==> src/rtl/eb_fifo.sv <==
// eb_fifo: DEPTH-entry valid/ready elastic buffer with occupancy output.
// Ready and valid come straight from flops and never depend on the
// opposite side of the handshake in the same cycle.
// Optional feature macro: EB_FIFO_BYPASS_EN (fall-through when empty).
module eb_fifo #(
  parameter int T_0_WIDTH = 8,
  parameter int I_0_WIDTH = 8,
  parameter int DEPTH     = 4
) (
  input  logic                         clk,
  input  logic                         reset_n,
  input  logic [T_0_WIDTH-1:0]         t_0_data,
  input  logic                         t_0_valid,
  output logic                         t_0_ready,
  output logic [I_0_WIDTH-1:0]         i_0_data,
  output logic                         i_0_valid,
  input  logic                         i_0_ready,
  output logic [$clog2(DEPTH+1)-1:0]   count
);

  localparam int CNT_W = $clog2(DEPTH + 1);
  localparam int PTR_W = (DEPTH > 1) ? $clog2(DEPTH) : 1;
  localparam int EXT_W = (T_0_WIDTH > I_0_WIDTH) ? T_0_WIDTH : I_0_WIDTH;

  localparam logic [CNT_W-1:0] FULL_C  = CNT_W'(DEPTH);
  localparam logic [CNT_W-1:0] EMPTY_C = {CNT_W{1'b0}};
  localparam logic [PTR_W-1:0] LAST_C  = PTR_W'(DEPTH - 1);
  localparam logic [PTR_W-1:0] FIRST_C = {PTR_W{1'b0}};

  // Wider output: zero-extend the MSBs; narrower output: keep the LSBs.
  function automatic logic [I_0_WIDTH-1:0] map_width(input logic [T_0_WIDTH-1:0] d);
    logic [EXT_W-1:0] ext;
    ext = {EXT_W{1'b0}};
    ext[T_0_WIDTH-1:0] = d;
    return ext[I_0_WIDTH-1:0];
  endfunction

  // Explicit wrap at DEPTH-1 so non power-of-two depths work.
  function automatic logic [PTR_W-1:0] next_ptr(input logic [PTR_W-1:0] p);
    logic [PTR_W-1:0] n;
    if (p == LAST_C) begin
      n = FIRST_C;
    end else begin
      n = p + PTR_W'(1);
    end
    return n;
  endfunction

  logic [T_0_WIDTH-1:0] mem_r [DEPTH];
  logic [PTR_W-1:0]     wr_ptr_r;
  logic [PTR_W-1:0]     rd_ptr_r;
  logic [CNT_W-1:0]     count_r;
  logic                 ready_r;
  logic                 valid_r;

  logic                 push_s;
  logic                 wr_en_s;
  logic                 rd_en_s;
  logic [CNT_W-1:0]     count_nxt_s;
  logic [I_0_WIDTH-1:0] data_s;

  assign t_0_ready = ready_r;
  assign count     = count_r;
  assign i_0_data  = data_s;

`ifdef EB_FIFO_BYPASS_EN
  logic pass_s;

  assign i_0_valid = valid_r | t_0_valid;

  // Handshake decode: an empty buffer hands an accepted word straight through.
  always_comb begin
    push_s  = t_0_valid & ready_r;
    pass_s  = ~valid_r & push_s & i_0_ready;
    wr_en_s = push_s & ~pass_s;
    rd_en_s = valid_r & i_0_ready;
    if (valid_r) begin
      data_s = map_width(mem_r[rd_ptr_r]);
    end else begin
      data_s = map_width(t_0_data);
    end
  end
`else
  assign i_0_valid = valid_r;

  // Handshake decode: transfers only on valid & ready, output from storage.
  always_comb begin
    push_s  = t_0_valid & ready_r;
    wr_en_s = push_s;
    rd_en_s = valid_r & i_0_ready;
    data_s  = map_width(mem_r[rd_ptr_r]);
  end
`endif

  // Occupancy update: simultaneous write and read leave the count unchanged.
  always_comb begin
    count_nxt_s = count_r;
    case ({wr_en_s, rd_en_s})
      2'b10:   count_nxt_s = count_r + CNT_W'(1);
      2'b01:   count_nxt_s = count_r - CNT_W'(1);
      default: count_nxt_s = count_r;
    endcase
  end

  // State registers; ready/valid are precomputed from the next count.
  always_ff @(posedge clk or negedge reset_n) begin
    if (!reset_n) begin
      for (int i = 0; i < DEPTH; i++) begin
        mem_r[i] <= {T_0_WIDTH{1'b0}};
      end
      wr_ptr_r <= FIRST_C;
      rd_ptr_r <= FIRST_C;
      count_r  <= EMPTY_C;
      ready_r  <= 1'b1;
      valid_r  <= 1'b0;
    end else begin
      count_r <= count_nxt_s;
      ready_r <= (count_nxt_s != FULL_C);
      valid_r <= (count_nxt_s != EMPTY_C);
      if (wr_en_s) begin
        mem_r[wr_ptr_r] <= t_0_data;
        wr_ptr_r        <= next_ptr(wr_ptr_r);
      end
      if (rd_en_s) begin
        rd_ptr_r <= next_ptr(rd_ptr_r);
      end
    end
  end

endmodule

==> config.mk <==
export PLATFORM = sky130hd
export DESIGN_NAME = eb_fifo
export DESIGN_NICKNAME = d
export VERILOG_FILES = /design/src/rtl/eb_fifo.sv
export SDC_FILE = /design/constraint.sdc
export NUM_CORES = 1
export LEC_CHECK = 0
export BUFFER_PORTS_ARGS = -buffer_cell sky130_fd_sc_hd__buf_2
export CORE_UTILIZATION = 55
export DETAILED_ROUTE_END_ITERATION = 12
export HOLD_SLACK_MARGIN = 0.08
export PLACE_DENSITY = 0.84
export SLEW_MARGIN = 10
export SYNTH_ARGS = -nofsm -noshare
export SYNTH_HDL_FRONTEND = slang
export SYNTH_SLANG_ARGS = --single-unit
==> constraint.sdc <==
create_clock -name clk -period 2.96 [get_ports clk]
set_input_delay 0.148 -clock clk [delete_from_list [all_inputs] [get_ports clk]]
set_output_delay 0.148 -clock clk [all_outputs]
set_load 0.1 [all_outputs]
==> impl_summary.txt <==
----------------------------------------------------
[Place]
  Pre-CTS WS ... 0.687 ns
  Quantity of I/O buffers inserted on ports ... 24
  Routability congestion estimate from global placement ... 0.720
  Final HPWL DP ... 2280 um
  Placed instance count ... 185

[Detailed routing]
  Initial DRC count ... 48
  TritonRoute pass-1 iters ... 4
  Routed via count ... 1125
  Final routed DRC violation total ... 0
  Remaining number of nets flagged by the antenna check after routing ... 0
  Routed wirelength normalized by instance count ... 16.5 um
  Average vias per placed instance ... 5.57
  Total wire length ... 3340 um

[Critical path]
  Worst setup path startpoint ... t_0_ready
  Data arrival at the endpoint of the critical path ... 2.49 ns
  Setup CP Type ... register to register
  Cell count of the worst reg-to-reg path ... 6
  Slowest Stage Delay on Critical Path ... 0.67 ns
  Cell Chain, Critical Path ... nand2_1 > ha_1 > fa_1 > xnor2_2 > o21ai_0 > o21ai_0
  Buffering stage count on the worst path with inverters included ... 0
  Maximum fanout encountered on the critical timing path ... 6
  Required time of the critical path ... 3.17 ns
  Cell at the slowest stage of the critical path ... sky130_fd_sc_hd__dfstp_2
  Cell count along the critical path ... 6
  Type of origin of the critical path ... register
  Kind of end point of the critical path ... register
  Reg-to-Reg Start ... t_0_ready
  Most numerous cell on the critical path ... sky130_fd_sc_hd__o21ai_0
  Crit-path leading delay family ... adder cells

[STA]
  Measured slew at the worst slew-check pin ... 0.895 ns
  Final clock skew ... 0.00475 ns
  Smallest hold slack ... 0.207 ns
  RSZ-0062 raised after global routing ... no
  Setup Viol. Count Final ... 0
  Slew headroom ... 40.4%
  Period utilisation layout ... 77.2%
  Count of endpoints failing hold in the final timing report ... 0
  Final worst-path setup slack ... 0.674 ns
  Fmax ... 438 MHz
  Final period demand of the worst path ... 2.29 ns
  Total negative setup slack ... 0 ns
  Final Max Slew Viols ... 0

[Clock network]
  Clock insertion delay at the later pin of the skew report ... 0.35 ns
  TritonCTS clock tree ... built
  H-tree level count ... 2
  Deepest clock path buffer count ... 2
  Total number of clock tree sinks ... 41
  Clock tree root driver cell ... sky130_fd_sc_hd__clkbuf_4
  Clock slew seen by the registers of the worst setup and hold paths ... 0.11 ns
  Number of gates resized after CTS ... 0
  Clock buffer count from CTS ... 5

[Global routing]
  Initial antenna violation count ... 0
  Met3 Usage GRT ... 6.51%
  Maximum number of pins on one net before global-route repair ... 42
  Via count of the first global-routing pass ... 1104
  Grt ovf ... 0
  Total global-route track usage ... 21.2%
  First-pass GRT wire length ... 5420 um
  M2 GR Usage ... 35.9%
  Global Route met1 Usage ... 25.7%
  Most crowded layer after global routing ... met2

[Min path]
  Hold path start ... i_0_ready
  Classification of the worst-slack hold path ... input port to register
  Number of cells on the worst hold path ... 3

[Run status]
  Result of the run ... completed

[Synth]
  Count of unique library cells instantiated by Yosys ... 25
  Complex-gate fraction of the synthesized area ... 2.06%
  Share of synthesized area occupied by flip-flops and latches ... 53.0%
  Total number of yosys warnings ... 0
  Flop and latch count out of synthesis ... 41
  Total nets after synthesis ... 138
  Post-Synth Adder-Cell Area ... 4.90%
  Mux contribution to synthesized area ... 29.8%
  Dominant combinational cell family by area after synthesis ... multiplexers
  Post-Synth XOR/XNOR Area ... 1.74%
  Gate count after technology mapping ... 119
  Post-synthesis share of cell area spent on and, or, nand and nor gates ... 6.13%
  Avg Inst Size Synth ... 16.3 um2
  Total standard cell area after synthesis ... 1940 um2

[Floorplan]
  Boundary pin count ... 25
  Die width ... 61.4 um
  Core region area ... 3360 um2
  Num rows ... 21
  Initial core utilization ... 57.7%
  Die height ... 61.4 um
  Floorplan die area ... 3770 um2

[Final layout]
  Antenna cells ... 0
  Final #Nets ... 174
  Fraction of final layout cells sized beyond drive strength 1 ... 50.6%
  Layout filler cell count ... 269
  Final Instance Count excl. Fillers ... 202
  Synthesis-to-finish area growth ... 15.6%

[Flow run]
  Reported max-cap violation count ... 0

----------------------------------------------------
==> area by class of cell <==
type	instances	area, um2	area share, %
Sequential cell	41	1030	45.8
Multi-Input combinational cell	71	866	38.6
Timing Repair Buffer	33	210	9.38
Clock buffer	7	65.1	2.90
Tap cell	46	57.6	2.57
Inverter	3	11.3	0.502
Clock inverter	1	5.00	0.223
==> worst register-to-register path, cell delays in order (launching register included) <==
cell	delay, ns
sky130_fd_sc_hd__dfstp_2	0.67
sky130_fd_sc_hd__nand2_1	0.17
sky130_fd_sc_hd__ha_1	0.29
sky130_fd_sc_hd__fa_1	0.42
sky130_fd_sc_hd__xnor2_2	0.18
sky130_fd_sc_hd__o21ai_0	0.23
sky130_fd_sc_hd__o21ai_0	0.18
==> path summary, 6_finish.rpt <==
check | to | slack [ns]
hold reg to reg | mem_r[28] | 0.51
hold / removal | rd_ptr_r[0] | 0.21
max in group asynchronous | wr_ptr_r[1] | 1.95
setup reg to reg | count[2] | 0.67
min in group asynchronous | mem_r[28] | 0.45
setup / recovery | count[2] | 0.67
==> stage by stage <==
step,util [%],cell area (um2)
floorplan,-,1940
global placement,61.9,2080
detailed placement,61.9,2080
CTS,66.7,2240
global route,66.7,2240
finish,66.7,2240
==> logic make-up (layout without fill, tap and decap cells) <==
kind of cell             count (synthesis)  after routing
multiplexers                            43             43
adder cells (fa/ha/maj)                  7              7
flip-flops                              41             41
XOR/XNOR                                 3              3
AND/OR/NAND/NOR                         12             12
buffers and inverters                    7             44
AO/OA/AOI/OAI                            6              6
==> cells in the mapped netlist (all sizes together) <==
cell type / instances / area share, %
xnor2: 3 / 1.7
buf: 4 / 1.8
inv: 3 / 0.58
mux2: 35 / 21
o21ai: 2 / 0.52
a21o: 2 / 0.84
nand3: 4 / 3.6
nor4bb: 1 / 0.52
mux4: 8 / 9.3
dfrtp: 40 / 52
dfstp: 1 / 1.4
fa: 1 / 1.0
nor3: 2 / 0.52
or2: 1 / 0.32
ha: 6 / 3.9
nor3b: 2 / 0.77
nand2: 2 / 0.39
o221ai: 1 / 0.45
a21oi: 1 / 0.26
==> registers in the layout, summed over array words and instances, names as in the netlist <==
register and flops:
wr_ptr_r 2, count 3, i_0_valid 1, rd_ptr_r 2, t_0_ready 1, mem_r 32
==> cells in the final DEF (no fill, tap or decap), types with 2 or more instances in the layout <==
cell and n:
sky130_fd_sc_hd__dlygate4sd3_1 9, sky130_fd_sc_hd__nor3_1 2, sky130_fd_sc_hd__nand2_1 2, sky130_fd_sc_hd__xnor2_1 2
sky130_fd_sc_hd__inv_1 3, sky130_fd_sc_hd__mux2_1 4, sky130_fd_sc_hd__mux2_2 30, sky130_fd_sc_hd__dfrtp_1 40
sky130_fd_sc_hd__buf_2 24, sky130_fd_sc_hd__clkbuf_4 5, sky130_fd_sc_hd__nand3_4 4, sky130_fd_sc_hd__clkbuf_8 2
sky130_fd_sc_hd__mux4_2 8, sky130_fd_sc_hd__nor3b_1 2, sky130_fd_sc_hd__ha_1 6, sky130_fd_sc_hd__o21ai_0 2
==> layer usage <==
metal	part of all wire (%)	up-vias
met5	0	-
met4	1.1	0
met3	5.0	6
met2	51	29
met1	43	573
li1	-	517
==> what timing repair did <==
action / in CTS / in global routing
hold buffers: 9 / 0
setup buffers: 0 / 0
setup endpoints to repair: 0 / 0
endpoints found under the hold margin: 70 / 0
Power is left out: the tool's default activity adds up to more than one toggle a clock period on the data nets, which glitch-free logic cannot reach.
